## src/rtl/seg_scan_pkg.sv

```systemverilog
// Shared constants, scan FSM state type and glyph table for the seven-segment scan driver.
package seg_scan_pkg;

    localparam int NUM_DIGITS = 8;
    localparam logic [7:0] DIGIT_OFF = 8'hFF;

    typedef enum logic {
        SHOW,
        BLANK
    } scan_state_e;

    // Active-low {g,f,e,d,c,b,a}; entry 15 sits in the most significant slot.
    localparam logic [15:0][6:0] SEG_LUT = {
        7'h0E, 7'h06, 7'h21, 7'h46, 7'h03, 7'h08, 7'h10, 7'h00,
        7'h78, 7'h02, 7'h12, 7'h19, 7'h30, 7'h24, 7'h79, 7'h40
    };

    function automatic logic [7:0] digitSelect(input logic [2:0] idx);
        return ~(8'h01 << idx);
    endfunction

endpackage

```

## src/rtl/seg_scan_driver_hex7seg.sv

```systemverilog
// Pure nibble-to-glyph decoder, active-low segments {g..a}.
module hex7seg
    import seg_scan_pkg::*;
(
    input  logic [3:0] nibble_i,
    output logic [6:0] seg_o
);

    assign seg_o = SEG_LUT[nibble_i];

endmodule

```

## src/rtl/seg_scan_driver.sv

```systemverilog
// Multiplexed 8-digit seven-segment scan driver with dead-time blanking and frame-aligned data update.
// Optional: define LEADING_ZERO_BLANK_EN to blank leading zero digits 7..1.
module seg_scan_driver
    import seg_scan_pkg::*;
#(
    parameter int SCAN_DIV    = 50000,
    parameter int DEAD_CYCLES = 2
) (
    input  logic        clks,
    input  logic        rst,
    input  logic        en,
    input  logic        load,
    input  logic [31:0] din,
    input  logic [7:0]  dp_in,
    output logic [7:0]  outs,
    output logic [7:0]  segs,
    output logic        pending,
    output logic        frame_start
);

    localparam int MAX_COUNT = (SCAN_DIV > DEAD_CYCLES) ? SCAN_DIV : DEAD_CYCLES;
    localparam int CNT_W     = $clog2(MAX_COUNT);
    localparam logic [CNT_W-1:0] SHOW_LAST  = CNT_W'(SCAN_DIV - 1);
    localparam logic [CNT_W-1:0] BLANK_LAST = CNT_W'((DEAD_CYCLES > 0) ? DEAD_CYCLES - 1 : 0);
    localparam bit HAS_DEAD = (DEAD_CYCLES > 0);

    scan_state_e      state_q;
    logic [2:0]       index_q;
    logic [CNT_W-1:0] prescaler_q;
    logic [7:0]       outs_q;
    logic [7:0]       segs_q;
    logic             frameStart_q;

    logic [31:0] display_q, display_d;
    logic [7:0]  displayDp_q, displayDp_d;
    logic [31:0] shadow_q, shadow_d;
    logic [7:0]  shadowDp_q, shadowDp_d;
    logic        pending_q, pending_d;

    logic [3:0] nibble;
    logic [6:0] glyph;
    logic       leadingZero;
    logic [7:0] litSegs;
    logic       lastCount;
    logic       advance;
    logic       frameWrap;

    assign nibble = display_q[{index_q, 2'b00} +: 4];

    hex7seg u_hex7seg (
        .nibble_i (nibble),
        .seg_o    (glyph)
    );

`ifdef LEADING_ZERO_BLANK_EN
    // A digit is a leading zero when it and every more significant nibble are zero.
    assign leadingZero = (index_q != 3'd0) && ((display_q >> {index_q, 2'b00}) == 32'd0);
`else
    assign leadingZero = 1'b0;
`endif

    assign litSegs   = {~displayDp_q[index_q], leadingZero ? 7'h7F : glyph};
    assign lastCount = (state_q == SHOW) ? (prescaler_q == SHOW_LAST) : (prescaler_q == BLANK_LAST);
    assign advance   = en && lastCount && ((state_q == BLANK) || !HAS_DEAD);
    assign frameWrap = advance && (index_q == 3'd7);

    // Outputs are registered from the current state, so they trail the FSM by one clock.
    always_ff @(posedge clks or posedge rst) begin
        if (rst) begin
            state_q      <= SHOW;
            index_q      <= 3'd0;
            prescaler_q  <= '0;
            outs_q       <= DIGIT_OFF;
            segs_q       <= DIGIT_OFF;
            frameStart_q <= 1'b0;
        end else if (en) begin
            if (state_q == SHOW) begin
                outs_q <= digitSelect(index_q);
                segs_q <= litSegs;
            end else begin
                outs_q <= DIGIT_OFF;
                segs_q <= DIGIT_OFF;
            end
            frameStart_q <= (state_q == SHOW) && (index_q == 3'd0) && (prescaler_q == '0);
            if (lastCount) begin
                prescaler_q <= '0;
                if ((state_q == SHOW) && HAS_DEAD) begin
                    state_q <= BLANK;
                end else begin
                    state_q <= SHOW;
                    index_q <= index_q + 3'd1;
                end
            end else begin
                prescaler_q <= prescaler_q + 1'b1;
            end
        end else begin
            outs_q       <= DIGIT_OFF;
            segs_q       <= DIGIT_OFF;
            frameStart_q <= 1'b0;
        end
    end

    // Display only changes on the 7->0 wrap; a load on that very cycle bypasses the shadow.
    always_comb begin
        display_d   = display_q;
        displayDp_d = displayDp_q;
        shadow_d    = shadow_q;
        shadowDp_d  = shadowDp_q;
        pending_d   = pending_q;
        if (load && frameWrap) begin
            display_d   = din;
            displayDp_d = dp_in;
            pending_d   = 1'b0;
        end else if (load) begin
            shadow_d   = din;
            shadowDp_d = dp_in;
            pending_d  = 1'b1;
        end else if (frameWrap && pending_q) begin
            display_d   = shadow_q;
            displayDp_d = shadowDp_q;
            pending_d   = 1'b0;
        end
    end

    always_ff @(posedge clks or posedge rst) begin
        if (rst) begin
            display_q   <= '0;
            displayDp_q <= '0;
            shadow_q    <= '0;
            shadowDp_q  <= '0;
            pending_q   <= 1'b0;
        end else begin
            display_q   <= display_d;
            displayDp_q <= displayDp_d;
            shadow_q    <= shadow_d;
            shadowDp_q  <= shadowDp_d;
            pending_q   <= pending_d;
        end
    end

    assign outs        = outs_q;
    assign segs        = segs_q;
    assign pending     = pending_q;
    assign frame_start = frameStart_q;

endmodule

```

## config.mk

```make
export PLATFORM = sky130hd
export DESIGN_NAME = seg_scan_driver
export DESIGN_NICKNAME = d
export VERILOG_FILES = /design/src/rtl/seg_scan_pkg.sv /design/src/rtl/seg_scan_driver_hex7seg.sv /design/src/rtl/seg_scan_driver.sv
export SDC_FILE = /design/constraint.sdc
export NUM_CORES = 1
export LEC_CHECK = 0
export ABC_CLOCK_PERIOD_IN_PS = 5300
export BUFFER_PORTS_ARGS = -buffer_cell sky130_fd_sc_hd__clkbuf_2
export CORE_MARGIN = 10
export CORE_UTILIZATION = 55
export CTS_CLUSTER_DIAMETER = 120
export DETAILED_ROUTE_END_ITERATION = 10
export GPL_ROUTABILITY_DRIVEN = 1
export PLACE_DENSITY = 0.75
export SLEW_MARGIN = 10
export SYNTH_ARGS = -nofsm -noshare
export SYNTH_HDL_FRONTEND = slang
export SYNTH_HIERARCHICAL = 1
export SYNTH_SLANG_ARGS = --single-unit
```

## constraint.sdc

```tcl
create_clock -name clks -period 5.3 [get_ports clks]
set_input_delay 0 -clock clks [delete_from_list [all_inputs] [get_ports clks]]
set_output_delay 0 -clock clks [all_outputs]
set_load 0.005 [all_outputs]
```

* Word-level counts from Yosys, hierarchy flattened *
Memories as Yosys holds them, arrays and structs flattened.
Index checks and enable logic that the tools add are counted.

operators by class
  add/sub/neg operators = 2
  $lt $le $gt $ge = 2
  eq/ne operators = 4
  shift-type cells = 2
  muxes and demuxes = 20
  bitwise logic cells = 4
  reduce and logical (&&, ||, !) cells = 15

operator list
  operator                                                     number
  2-to-1 mux 32 bit                                            3
  2-to-1 mux 8 bit                                             7
  variable part select 32 x 6 -> 4 bit                         1
  adder 16 x 1 -> 16 bit (second input constant)               1
  equality test 16 x 1 -> 1 bit (second input constant)        1
  equality test 16 bit (second input constant)                 1
  logical NOT 16 bit                                           1
  2-to-1 mux 16 bit                                            1
  inverter 8 bit                                               1
  left shift 1 x 3 -> 8 bit (first input constant)             1
  logical AND 1 bit                                            7
  2-to-1 mux 1 bit                                             7
  2-to-1 mux 7 bit                                             1
  AND reduction 2 bit                                          3
  less-than comparator 4 x 5 -> 1 bit (second input constant)  1
  less-than comparator 3 x 4 -> 1 bit (second input constant)  1
  adder 3 x 1 -> 3 bit (second input constant)                 1
  binary-select mux 1 bit (select 3 bit)                       1
  equality test 3 bit (second input constant)                  1
  logical NOT 3 bit                                            1
  inverter 1 bit                                               3
  AND reduction 3 bit                                          1
  nonzero test 3 bit                                           1
  != test 2 x 1 -> 1 bit (second input constant)               1
  nonzero test 2 bit                                           1

storage, ports and cells
  flip-flop bits (word level) = 118
  memory bits (read-only) = 112
  input port bits = 44
  output and inout port bits = 18
  logic and storage cells = 61
  memories kept = 1

memory list
  name              words  bits a word  rd ports  clocked after Yosys merged registers in  wr ports  RTL line                      text
  (name not given)  16     7            1         0                                        0         seg_scan_driver_hex7seg.sv:9  assign seg_o = SEG_LUT[nibble_i];

* Logic depth before layout (Yosys ltp) *
Gate-level depths: netlist (run 1).

  depth after elaboration = 9
  gate-level depth with buffers = 10

* Cells and area by module *
The synthesis (run 1) kept the hierarchy.

by module, submodules not included
  module           instances  cells an instance  area an instance (sq um)  seq. area each (sq um)
  seg_scan_driver  1          482                5597.9                    2972.9
  hex7seg          1          31                 252.7                     0.0

* Worst setup path before layout (run 1) *
Ideal clock, no wire load.

  path kind = flip-flop to flip-flop
  start point = register index_q[0]
  end point = register segs_q[3] (netlist: segs[3])
  setup time = 0.088 ns
  data arrival time = 2.333 ns
  required time = 5.212 ns
  slack = 2.880 ns
  cell stages (with the launch flop) = 10
  buffers on the path = 1
  path through = dfrtp_1 buf_2 mux4_2 nand2_1 nand2_1 inv_1 ha_1 inv_1 mux4_2 nand2b_1

between the ends
  longest elaborated chain between the ends = 5

ends and longest elaborated chain
  element                                 RTL line                      text
  start, declared                         seg_scan_driver.sv:28         logic [2:0] index_q;
  start signal, assigned                  seg_scan_driver.sv:91         index_q <= index_q + 3'd1;
  variable part select 32 x 6 -> 4 bit    seg_scan_driver.sv:48         assign nibble = display_q[{index_q, 2'b00} +: 4];
  named net nibble[0]                     seg_scan_driver.sv:40         logic [3:0] nibble;
  memory read (16 x 7 bit)                n/a
  2-to-1 mux 7 bit (implied by the code)  seg_scan_driver_hex7seg.sv:9
  named net glyph[3]                      seg_scan_driver.sv:41         logic [6:0] glyph;
  2-to-1 mux 8 bit                        seg_scan_driver.sv:77         if (state_q == SHOW) begin
  2-to-1 mux 8 bit                        seg_scan_driver.sv:76         end else if (en) begin
  end signal, assigned                    seg_scan_driver.sv:79         segs_q <= litSegs;
  end, declared                           seg_scan_driver.sv:31         logic [7:0] segs_q;

The timed path passes the listed nets, and every way through them passes these cells. The select of a mux whose other input is x is not followed.
A chain may end at the register's enable or synchronous reset.

* Final worst setup path (run 1) *
  start point = register index_q[0]
  end point = register shadow_q[20]

between the ends
  longest elaborated chain between the ends = 5

ends and longest elaborated chain
  element                        RTL line                text
  equality test 3 bit            seg_scan_driver.sv:65   assign frameWrap = advance && (index_q == 3'd7);
  logical AND 1 bit              seg_scan_driver.sv:65
  logical AND 1 bit              seg_scan_driver.sv:110  if (load && frameWrap) begin
  inverter 1 bit (no line)       n/a
  AND reduction 2 bit (no line)  n/a
  end signal, assigned           seg_scan_driver.sv:135  shadow_q <= shadow_d;
  end, declared                  seg_scan_driver.sv:36   logic [31:0] shadow_q, shadow_d;

No other way between the ends.

==> results.md, run 1 <==
• worst slew slack as a fraction of its limit: 34.7%
• Antenna Diode Count: 0
• WL per Instance: 16.4 um
• post-route core utilization: 69.6%
• DRT iter0 DRCs: 228
• maxcap violations: 0
• Clock Tree Root: sky130_fd_sc_hd__clkbuf_8
• detail-routed via count per cell: 5.35
• data arrival time of the critical path: 3.53 ns
• CTS tree: built
• floorplan die height: 123 um
• Switch Pwr: 0.612 mW
• outcome: finished, final reports clean
• Clk pin slew, worst setup/hold paths: 0.06 ns
• Switching Share: 26.2%
• largest net degree at the start of global routing: 69
• DRC violations left: 0
• I/O pin total: 62
• number of search-and-repair iterations in the first detailed-routing pass: 5
• Final Wtd Congestion: 0.836
• clock latency at the later pin of the worst-skew pair: 0.53 ns
• worst voltage drop across the vdd grid: 0.185 mV
• start-to-end type of the worst setup path: flip-flop to flip-flop
• grt ovf: 0
• Least-Margin Pin Slew: 0.979 ns
• fin area: 7180 um2
• warning count from the yosys run: 6
• Clock Power Share: 44.9%
• buffer depth of the longest clock path: 2
• number of CTS-inserted buffers: 17
• Syn Nets: 572
• sequential share of the synthesized area: 50.8%
• worst-case hold slack: 0.166 ns
• leak pwr: 3.37 nW
• Total Nets Final: 672
• crit path max fanout: 21
• setup TNS after final layout: 0 ns
• relative contribution of combinational cells to total power: 10.9%
• sort of element at the end of the critical path: flip-flop
• full die area: 15200 um2
• setup violation total in the final timing report: 0
• count of distinct cell types in the synthesized netlist: 41
• via count: 4078
• post-CTS setup buffer count: 0
• post-detailed-routing wire length: 12500 um
• Setup Slack @ Placement: 2.18 ns
• final worst setup slack: 2.18 ns
• peak clock frequency supported by timing: 321 MHz
• hold crit path type: input port to asynchronous set/reset pin
• Int Power: 1.73 mW
• cells resized by post-CTS repair: 0
• Core Region: 10300 um2
• biggest area contributors in the synthesized netlist: sky130_fd_sc_hd__dfrtp_1 44%, sky130_fd_sc_hd__mux2_2 13%, sky130_fd_sc_hd__dfstp_2 7.2%
• worst stage delay on the critical path: 0.86 ns
• mean post-synth cell area: 11.4 um2
• number of endpoints with negative hold slack in the final report: 0
• hpwl dp: 8030 um
• fraction of post-synthesis cell area in the top cell type by area: 43.6%
• number of enable-type register cells in the synthesized netlist: 0
• leading area contributor after synthesis: sky130_fd_sc_hd__dfrtp_1
• fill cell count: 717
• post-synthesis sequential element count: 118
• startpoint class of the critical path: flip-flop
• share of the cycle needed by the critical path after routing: 58.8%
• required time worst endpoint: 5.71 ns
• post-synthesis instance total: 513
• Global Route Usage Sum: 17.7%
• post-layout min period: 3.12 ns
• most common cell after layout, fill and taps aside: sky130_fd_sc_hd__dfrtp_1
• area of the mapped netlist: 5850 um2
• Worst Skew: 0.00769 ns
• commonest register cell after synthesis: sky130_fd_sc_hd__dfrtp_1
• effective utilization at floorplan: 56.7%
• ordered list of cells on the worst path: ha_1, ha_1, nand4_1, o21ai_4, buf_4, mux2_2
• Core Rows: 37
• horizontal extent of the die: 123 um
• share of post-route cells with drive strength above 1: 33.5%
• antenna violations before repair: 0
• via count of the first global-routing pass: 4367
• Max stage delay cell, worst path: sky130_fd_sc_hd__dfrtp_1
• CP most frequent cell: sky130_fd_sc_hd__ha_1
• top library cells by usage in the layout, fill and taps aside: 102 x sky130_fd_sc_hd__dfrtp_1, 68 x sky130_fd_sc_hd__mux2_2, 61 x sky130_fd_sc_hd__clkbuf_2, 55 x sky130_fd_sc_hd__nor2_1, 47 x sky130_fd_sc_hd__inv_1
• wire length of the first global-routing pass: 21200 um
• share of power burned in registers: 44.1%
• post-detailed-route count of antenna-violating nets: 0
• unrepaired setup endpoints after global routing: false
• Sinks on Clock Net: 118
• Port Buf Inserts: 61
• fin. max-slew vios: 0
• Power Dens Cells: 326 nW/um2
• area post-placement: 6220 um2
• area growth from synthesis to layout: 22.8%
• H-Tree Depth: 4
• share of async-settable or async-resettable flops after synthesis: 100%
[registers in the layout, indices dropped and copies added (netlist names)]
register / flops
prescaler_q: 16
displayDp_q: 8
segs: 8
shadowDp_q: 8
state_q: 1
pending: 1
outs: 8
index_q: 3
display_q: 32
frame_start: 1
shadow_q: 32
[Yosys cell counts, types with 2 or more instances]
cell	n
sky130_fd_sc_hd__mux2i_1	6
sky130_fd_sc_hd__nand4_1	8
sky130_fd_sc_hd__nor4_1	2
sky130_fd_sc_hd__dfrtp_1	102
sky130_fd_sc_hd__mux2_4	10
sky130_fd_sc_hd__a21oi_1	43
sky130_fd_sc_hd__nor4_4	2
sky130_fd_sc_hd__buf_4	4
sky130_fd_sc_hd__nand2_1	27
sky130_fd_sc_hd__dfstp_2	16
sky130_fd_sc_hd__or3_1	4
sky130_fd_sc_hd__nand3_1	14
sky130_fd_sc_hd__o21ai_0	10
sky130_fd_sc_hd__mux4_2	11
sky130_fd_sc_hd__ha_1	15
sky130_fd_sc_hd__nor3_1	5
sky130_fd_sc_hd__mux2_1	3
sky130_fd_sc_hd__clkbuf_1	12
sky130_fd_sc_hd__buf_1	2
sky130_fd_sc_hd__mux2_2	68
sky130_fd_sc_hd__nor2_1	55
sky130_fd_sc_hd__xor2_1	3
sky130_fd_sc_hd__xnor2_1	12
sky130_fd_sc_hd__and3_1	2
sky130_fd_sc_hd__buf_6	5
sky130_fd_sc_hd__buf_2	3
sky130_fd_sc_hd__nand2b_1	8
sky130_fd_sc_hd__inv_1	48
[worst paths after layout]
kind / end / cells after the start / from / slack, ns
min in group clks: shadow_q[11] / 3 / din[11] / 0.25
min: shadowDp_q[2] / 3 / rst / 0.17
max in group asynchronous: shadow_q[26] / 4 / rst / 4.00
min reg2reg: shadowDp_q[7] / 1 / shadowDp_q[7] / 0.50
max: shadow_q[20] / 6 / index_q[0] / 2.18
max reg2reg: shadow_q[20] / 6 / index_q[0] / 2.18
[layout make-up]
class	instances	area (um2)	share of cell area [%]
clock buffer	21	482	6.70
clock inverter	11	66.3	0.923
inverter	50	190	2.65
multi-input combinational	319	2550	35.5
sequential	118	2970	41.4
tap	136	170	2.37
timing repair buffer	107	756	10.5
[worst max-delay path, delay by kind of cell, from the launching register on]
| family | cells | cell delay (ns) |
|---|---|---|
| AOI/OAI and AO/OA | 1 | 0.62 |
| adders and majority gates | 2 | 0.55 |
| buffers and inverters | 1 | 0.41 |
| DFF | 1 | 0.86 |
| muxes | 1 | 0.38 |
| and+or+nand+nor | 1 | 0.15 |
[power groups by stage]
stage          sequential, mW  clock (mW)  combinational, mW
2_1_floorplan            1.02           0              0.177
3_3_place_gp             1.04           0              0.223
3_5_place_dp             1.04           0              0.233
4_1_cts                  1.03        1.07              0.259
5_1_grt                  1.04        1.11              0.295
6_report                 1.03        1.05              0.256
[routing by layer]
layer,track usage (%),vias to the layer above,wire length (um)
met5,0,-,0
li1,-,1942,-
met2,28.0,109,6010
met3,6.34,17,746
met4,6.55,0,202
met1,22.0,2010,5530
[repair_timing]
action,4_1_cts,5_1_grt
endpoints found under the setup margin,0,0
hold endpoints to repair,137,0
hold buffers,42,0
[per-stage QoR]
stage,power (mW),std cells
finish,2.34,762
global route,2.45,762
CTS,2.36,762
detailed placement,1.28,688
global placement,1.26,688
floorplan,1.20,513
[kinds of logic after synthesis]
kind of cell | synth area share, %
AOI/OAI and AO/OA | 4.90
adders and majority gates | 3.21
DFF | 50.8
buffers and inverters | 5.84
and+or+nand+nor | 11.5
muxes | 21.5
xor gates and xnor gates | 2.25
Note: power is estimated with default switching activity, not from simulation.
==> inputs of run 2 (changes only) <==
--- a/config.mk
+++ b/config.mk
@@ -5,14 +5,14 @@
 export SDC_FILE = /design/constraint.sdc
 export NUM_CORES = 1
 export LEC_CHECK = 0
-export ABC_CLOCK_PERIOD_IN_PS = 5300
+export ABC_CLOCK_PERIOD_IN_PS = 2700
 export BUFFER_PORTS_ARGS = -buffer_cell sky130_fd_sc_hd__clkbuf_2
 export CORE_MARGIN = 10
-export CORE_UTILIZATION = 55
+export CORE_UTILIZATION = 53
 export CTS_CLUSTER_DIAMETER = 120
 export DETAILED_ROUTE_END_ITERATION = 10
 export GPL_ROUTABILITY_DRIVEN = 1
-export PLACE_DENSITY = 0.75
+export PLACE_DENSITY = 0.76
 export SLEW_MARGIN = 10
 export SYNTH_ARGS = -nofsm -noshare
 export SYNTH_HDL_FRONTEND = slang
==> constraint.sdc (replaced) <==
create_clock -name clks -period 2.7 [get_ports clks]
set_input_delay 0 -clock clks [delete_from_list [all_inputs] [get_ports clks]]
set_output_delay 0 -clock clks [all_outputs]
set_load 0.005 [all_outputs]
==> run 2 against run 1 <==
  * Fmax up 27%
  * Critical path depth up 3
  * Register-to-register slack worse by 1.9 ns
  * Sequential power up 97%
==> results.md, run 2 (synthesis gave the netlist of run 1 again) <==
• antenna violations before repair: 0, unchanged
• final worst setup slack: 0.239 ns, -1.94 ns
• Port Buf Inserts: 61, unchanged
• worst stage delay on the critical path: 0.51 ns, -0.35 ns
• worst voltage drop across the vdd grid: 0.624 mV, +240%
• start-to-end type of the worst setup path: flip-flop to flip-flop
• full die area: 15600 um2, +3.2%
• top library cells by usage in the layout, fill and taps aside: 102 x sky130_fd_sc_hd__dfrtp_1, 68 x sky130_fd_sc_hd__mux2_2, 61 x sky130_fd_sc_hd__clkbuf_2, 55 x sky130_fd_sc_hd__nor2_1, 47 x sky130_fd_sc_hd__inv_1
• setup TNS after final layout: 0 ns, unchanged
• wire length of the first global-routing pass: 21300 um, +0.13%
• startpoint class of the critical path: flip-flop
• Buf/Inv on CP: 3, +2
• worst-case hold slack: 0.0581 ns, -0.108 ns
• Final Wtd Congestion: 0.824, -1.4%
• hpwl dp: 8280 um, +3.2%
• Power Dens Cells: 633 nW/um2, +94%
• capture endpoint of the worst hold path: displayDp_q[1]
• area growth from synthesis to layout: 24.2%
• fill cell count: 795, +11%
• Global Route Usage Sum: 16.4%, -1.3 points
• floorplan die height: 125 um, +1.6%
• launch instance of the worst min-delay path: load
• worst slew slack as a fraction of its limit: 45.9%, +11 points
• H-Tree Depth: 4, unchanged
• endpoint of the worst-slack reg-to-reg timing path: segs[3]
• total chip power: 4.60 mW, +97%
• WL per Instance: 15.7 um, -4.4%
• detail-routed via count per cell: 5.25, -2.0%
• number of search-and-repair iterations in the first detailed-routing pass: 4, -1
• number of endpoints with negative hold slack in the final report: 0, unchanged
• grt ovf: 0, unchanged
• outcome: finished, final reports clean
• Core Rows: 38, +2.7%
• Crit path max-delay family: multiplexers
• post-detailed-routing wire length: 12100 um, -3.1%
• horizontal extent of the die: 125 um, +1.6%
• startpoint of the most critical register-to-register path: index_q[0]
• Int Power: 3.45 mW, +100%
• Switch Pwr: 1.15 mW, +89%
• buffer depth of the longest clock path: 2, unchanged
• Antenna Diode Count: 0, unchanged
• required time worst endpoint: 3.13 ns, -2.58 ns
• unrepaired setup endpoints after global routing: false
• largest net degree at the start of global routing: 77, +12%
• Max stage delay cell, worst path: sky130_fd_sc_hd__mux4_2
• post-detailed-route count of antenna-violating nets: 0, unchanged
• Hold Path Stages: 3
• largest registers ranked by flip-flop count: display_q: 32 flops, shadow_q: 32 flops, prescaler_q: 16 flops
• post-layout min period: 2.46 ns, -0.656 ns
• leak pwr: 3.39 nW, +0.69%
• Multi-input gate area: 2550 um2, unchanged
• Sinks on Clock Net: 118, unchanged
• fin. max-slew vios: 0, unchanged
• peak clock frequency supported by timing: 406 MHz, +27%
• data arrival time of the critical path: 2.89 ns, -0.64 ns
• most common cell after layout, fill and taps aside: sky130_fd_sc_hd__dfrtp_1
• post-CTS setup buffer count: 0, unchanged
• Clock Tree Root: sky130_fd_sc_hd__clkbuf_8
• crit path max fanout: 11, -48%
• Core Region: 10800 um2, +5.0%
• sort of element at the end of the critical path: flip-flop
• effective utilization at floorplan: 54.0%, -2.7 points
• DRT iter0 DRCs: 282, +24%
• Clk pin slew, worst setup/hold paths: 0.06 ns, about the same
• DRC violations left: 0, unchanged
• Worst Skew: 0.00607 ns, -0.00162 ns
• ordered list of cells on the worst path: buf_6, mux4_2, nand2_1, nand2_1, inv_1, ha_1, inv_1, mux4_2, nand2b_1
• I/O pin total: 62, unchanged
• clock latency at the later pin of the worst-skew pair: 0.52 ns, about the same
• register area: 2970 um2, unchanged
• number of CTS-inserted buffers: 17, unchanged
• Reg2Reg Setup Slack: 0.24 ns, -1.94 ns
• Switching Share: 25.1%, -1.1 points
• share of post-route cells with drive strength above 1: 34.0%, +0.47 points
• depth of the worst register-to-register path: 9, +3
• CTS tree: built
• Total Nets Final: 678, +0.89%
• maxcap violations: 0, unchanged
• share of power burned in registers: 44.0%, about the same
• share of the cycle needed by the critical path after routing: 91.1%, +32 points
• Setup Slack @ Placement: 0.192 ns, -1.99 ns
• Least-Margin Pin Slew: 0.809 ns, -0.169 ns
• via count of the first global-routing pass: 4330, -0.85%
• via count: 4050, -0.69%
• Clock Power Share: 44.8%, about the same
• setup violation total in the final timing report: 0, unchanged
• hold crit path type: input port to flip-flop
• relative contribution of combinational cells to total power: 11.1%, +0.2 points
run 2: cell count changes in the layout (fill, tap and decap cells not counted):
cell and change:
sky130_fd_sc_hd__clkinv_4 -1, sky130_fd_sc_hd__buf_6 +1, sky130_fd_sc_hd__bufinv_16 +1, sky130_fd_sc_hd__inv_4 -7, sky130_fd_sc_hd__buf_12 +2, sky130_fd_sc_hd__clkinvlp_4 +3, sky130_fd_sc_hd__clkbuf_8 +3, sky130_fd_sc_hd__clkinv_2 +2
sky130_fd_sc_hd__buf_4 +3, sky130_fd_sc_hd__clkbuf_1 +1, sky130_fd_sc_hd__clkbuf_16 -2
run 2: power by group through the flow:
stage / Clock (mW) / Combinational, mW / Sequential (mW)
after floorplan: 0 / 0.349 / 2.01
after global placement: 0 / 0.446 / 2.04
after detailed placement: 0 / 0.465 / 2.05
after CTS: 2.11 / 0.517 / 2.02
after global routing: 2.21 / 0.588 / 2.04
final: 2.06 / 0.513 / 2.03
run 2: how the worst max path moves through the flow:
stage,from,to,slack [ns],depth (start not counted)
6_report,index_q[0],segs[3],0.24,9
5_1_grt,index_q[0],segs[3],0.04,9
4_1_cts,index_q[0],segs[3],0.17,9
3_5_place_dp,index_q[0],segs[3],0.19,9
3_3_place_gp,index_q[0],segs[3],0.32,9
2_1_floorplan,index_q[0],segs[3],0.28,9
run 2: timing repair:
| item | 4_1_cts | 5_1_grt |
|---|---|---|
| endpoints found under the hold margin | 107 | 0 |
| gates resized for setup | 0 | 1 |
| endpoints found under the setup margin | 0 | 1 |
| hold buffers | 42 | 0 |
run 2: worst min-delay path: stages:
cell and delay (ns):
sky130_fd_sc_hd__clkbuf_2 0.22, sky130_fd_sc_hd__a21oi_1 0.17, sky130_fd_sc_hd__mux2_2 0.15
run 2: layout make-up:
type                    instances  area share [%]
well taps                     140            2.41
multi-input cells             319            35.0
inverters                      50            2.63
clock buffers                  23            6.56
repair buffers                113            11.4
flip-flops and latches        118            40.9
clock inverters                 9            1.03
run 2: layer usage:
layer / GRT usage (%) / vias to the layer above / wire (um)
met5: 0 / - / 0
met4: 6.91 / 0 / 159
li1: - / 1944 / -
met2: 25.3 / 99 / 5750
met3: 5.83 / 13 / 697
met1: 20.6 / 1994 / 5500
run 2: through the flow:
step	utilization (%)	std cells	cell area [um2]
2_1_floorplan	-	513	5850
3_3_place_gp	58.0	698	6290
3_5_place_dp	58.0	698	6290
4_1_cts	67.0	772	7260
5_1_grt	67.0	772	7270
6_report	67.0	772	7270
==> inputs of run 3 (changes only) <==
--- a/config.mk
+++ b/config.mk
@@ -7,12 +7,15 @@
 export LEC_CHECK = 0
 export ABC_CLOCK_PERIOD_IN_PS = 2700
 export BUFFER_PORTS_ARGS = -buffer_cell sky130_fd_sc_hd__clkbuf_2
+export CELL_PAD_IN_SITES_DETAIL_PLACEMENT = 1
+export CELL_PAD_IN_SITES_GLOBAL_PLACEMENT = 2
 export CORE_MARGIN = 10
-export CORE_UTILIZATION = 53
+export CORE_UTILIZATION = 35
 export CTS_CLUSTER_DIAMETER = 120
 export DETAILED_ROUTE_END_ITERATION = 10
 export GPL_ROUTABILITY_DRIVEN = 1
-export PLACE_DENSITY = 0.76
+export GPL_TIMING_DRIVEN = 0
+export PLACE_DENSITY_LB_ADDON = 0.1
 export SLEW_MARGIN = 10
 export SYNTH_ARGS = -nofsm -noshare
 export SYNTH_HDL_FRONTEND = slang
==> run 3 against run 2 <==
  * Critical endpoint unchanged
  * Count of clock-buffer cells in the layout is 1 lower
  * Largest cell class unchanged
  * Sequential share of layout area is 1.1 points lower
  * Highest routed layer unchanged
  * Combinational power is 4.3% higher
  * Utilization is 22 points lower
  * Routed wire length is 18% higher
  * Sequential power hardly changed
  * Critical path type unchanged
==> results.md, run 3 (synthesis gave the netlist of run 1 again) <==
• outcome: finished, final reports clean
• fin. max-slew vios: 0, unchanged
• total chip power: 4.66 mW, +1.2%
• DR WL met3: 520 um, -25%
• endpoint of the worst-slack reg-to-reg timing path: segs[3]
• setup violation total in the final timing report: 0, unchanged
• via count: 4106, +1.4%
• worst stage delay on the critical path: 0.54 ns, +0.03 ns
• Sinks on Clock Net: 118, unchanged
• maxcap violations: 0, unchanged
• DRC violations left: 0, unchanged
• Clock Tree Root: sky130_fd_sc_hd__clkbuf_16
• CTS tree: built
• worst slew slack as a fraction of its limit: 51.1%, +5.2 points
• number of search-and-repair iterations in the first detailed-routing pass: 4, unchanged
• wire length of the first global-routing pass: 24000 um, +13%
• Total Nets Final: 696, +2.7%
• worst-case hold slack: 0.198 ns, +0.140 ns
• most common cell after layout, fill and taps aside: sky130_fd_sc_hd__dfrtp_1
• Least-Margin Pin Slew: 0.734 ns, -0.0757 ns
• DRT iter0 DRCs: 165, -41%
• sum of routed wire segments on met1: 6450 um, +17%
• Antenna Diode Count: 0, unchanged
• fill cell count: 1798, +130%
• Setup Slack @ Placement: -0.128 ns, -0.320 ns
• post-CTS setup buffer count: 0, unchanged
• share of the cycle needed by the critical path after routing: 92.8%, +1.7 points
• via count of the first global-routing pass: 4599, +6.2%
• Core Rows: 47, +24%
• Reg2Reg Setup Slack: 0.19 ns, -0.05 ns
• post-route core utilization: 45.4%, -22 points
• Buf/Inv on CP: 3, unchanged
• hpwl dp: 10600 um, +27%
• effective utilization at floorplan: 35.5%, -18 points
• area post-placement: 6490 um2, +3.1%
• hold crit path type: input port to asynchronous set/reset pin
• startpoint class of the critical path: flip-flop
• full die area: 22300 um2, +42%
• Final Wtd Congestion: 0.740, -10%
• antenna violations before repair: 0, unchanged
• required time worst endpoint: 3.03 ns, -0.10 ns
• H-Tree Depth: 4, unchanged
• depth of the worst register-to-register path: 9, unchanged
• largest net degree at the start of global routing: 36, -53%
• top library cells by usage in the layout, fill and taps aside: 101 x sky130_fd_sc_hd__dfrtp_1, 68 x sky130_fd_sc_hd__mux2_2, 60 x sky130_fd_sc_hd__clkbuf_2, 55 x sky130_fd_sc_hd__nor2_1, 46 x sky130_fd_sc_hd__inv_1
• floorplan die height: 149 um, +19%
• Power Dens Cells: 624 nW/um2, -1.5%
• post-layout min period: 2.51 ns, +0.0457 ns
• buffer depth of the longest clock path: 2, unchanged
• worst voltage drop across the vdd grid: 0.449 mV, -28%
• clock latency at the later pin of the worst-skew pair: 0.42 ns, -0.10 ns
• Max stage delay cell, worst path: sky130_fd_sc_hd__mux4_2
• Worst Skew: 0.00735 ns, +0.00128 ns
• area growth from synthesis to layout: 27.7%
• share of post-route cells with drive strength above 1: 33.9%, -0.12 points
• fin area: 7470 um2, +2.8%
• unrepaired setup endpoints after global routing: false
• sort of element at the end of the critical path: flip-flop
• leak pwr: 3.45 nW, +1.6%
• Port Buf Inserts: 60, -1.6%
• detail-routed via count per cell: 4.72, -9.9%
• post-detailed-routing wire length: 14300 um, +18%
• crit path max fanout: 10, -1
• Global Route Usage Sum: 13.7%, -2.8 points
• horizontal extent of the die: 149 um, +19%
• largest registers ranked by flip-flop count: display_q: 32 flops, shadow_q: 32 flops, prescaler_q: 16 flops
• Core Region: 16500 um2, +52%
• Clk pin slew, worst setup/hold paths: 0.05 ns, about the same
• Crit path max-delay family: multiplexers
• start-to-end type of the worst setup path: flip-flop to flip-flop
• peak clock frequency supported by timing: 399 MHz, -1.8%
• number of CTS-inserted buffers: 17, unchanged
• ordered list of cells on the worst path: buf_6, mux4_2, nand2_1, nand2_1, inv_1, ha_1, inv_1, mux4_2, nand2b_1
• data arrival time of the critical path: 2.84 ns, -0.05 ns
• startpoint of the most critical register-to-register path: index_q[0]
• highest metal layer used by the detailed router: met4
• I/O pin total: 62, unchanged
• grt ovf: 0, unchanged
• met2 WL post-DR: 7180 um, +25%
• final worst setup slack: 0.193 ns, -0.0457 ns
• number of endpoints with negative hold slack in the final report: 0, unchanged
• WL per Instance: 16.5 um, +5.1%
• post-detailed-route count of antenna-violating nets: 0, unchanged
run 3: area by class of cell:
| cell class | instances | area, um2 | area share [%] |
|---|---|---|---|
| Buffer | 26 | 161 | 2.16 |
| Clock buffer | 22 | 474 | 6.35 |
| Clock inverter | 9 | 77.6 | 1.04 |
| Inverter | 50 | 191 | 2.56 |
| Multi-Input combinational cell | 319 | 2540 | 33.9 |
| Sequential cell | 118 | 2970 | 39.8 |
| Tap cell | 220 | 275 | 3.68 |
| Timing Repair Buffer | 105 | 781 | 10.5 |
run 3: worst reg2reg max path: stages, from the launching register on:
cell	delay, ns
sky130_fd_sc_hd__dfrtp_2	0.45
sky130_fd_sc_hd__buf_6	0.20
sky130_fd_sc_hd__mux4_2	0.55
sky130_fd_sc_hd__nand2_1	0.09
sky130_fd_sc_hd__nand2_1	0.16
sky130_fd_sc_hd__inv_1	0.19
sky130_fd_sc_hd__ha_1	0.16
sky130_fd_sc_hd__inv_1	0.04
sky130_fd_sc_hd__mux4_2	0.43
sky130_fd_sc_hd__nand2b_1	0.15
run 3: power breakdown:
group / switching (mW) / leakage, nW / internal [mW]
combinational: 0.275 / 1.68 / 0.261
sequential: 0.128 / 1.48 / 1.89
clock: 0.782 / 0.279 / 1.32
run 3: what timing repair did:
item                                    in CTS  in global routing
hold buffers                                42                  0
gates resized for setup                      3                  2
hold endpoints to repair                    72                  0
endpoints found under the setup margin       2                  2
run 3: per-stage QoR:
stage	setup TNS [ns]	instances
CTS	0	869
global route	0	869
floorplan	0	513
detailed placement	-0.141	796
finish	0	869
global placement	-0.109	793
run 3: worst max-delay path by stage:
stage	start	to	slack [ns]	cells past startpoint
after CTS	index_q[0]	segs[3]	0.04	9
after global routing	index_q[0]	segs[3]	0.01	9
after detailed placement	index_q[0]	segs[3]	-0.13	9
final	index_q[0]	segs[3]	0.19	9
after floorplan	index_q[0]	segs[3]	0.28	9
after global placement	index_q[0]	segs[3]	-0.11	9
run 3: per-layer routing:
metal	track usage (%)	vias up
met5	0	-
met1	16.7	2057
li1	-	1981
met2	22.6	53
met3	4.10	15
met4	4.42	0
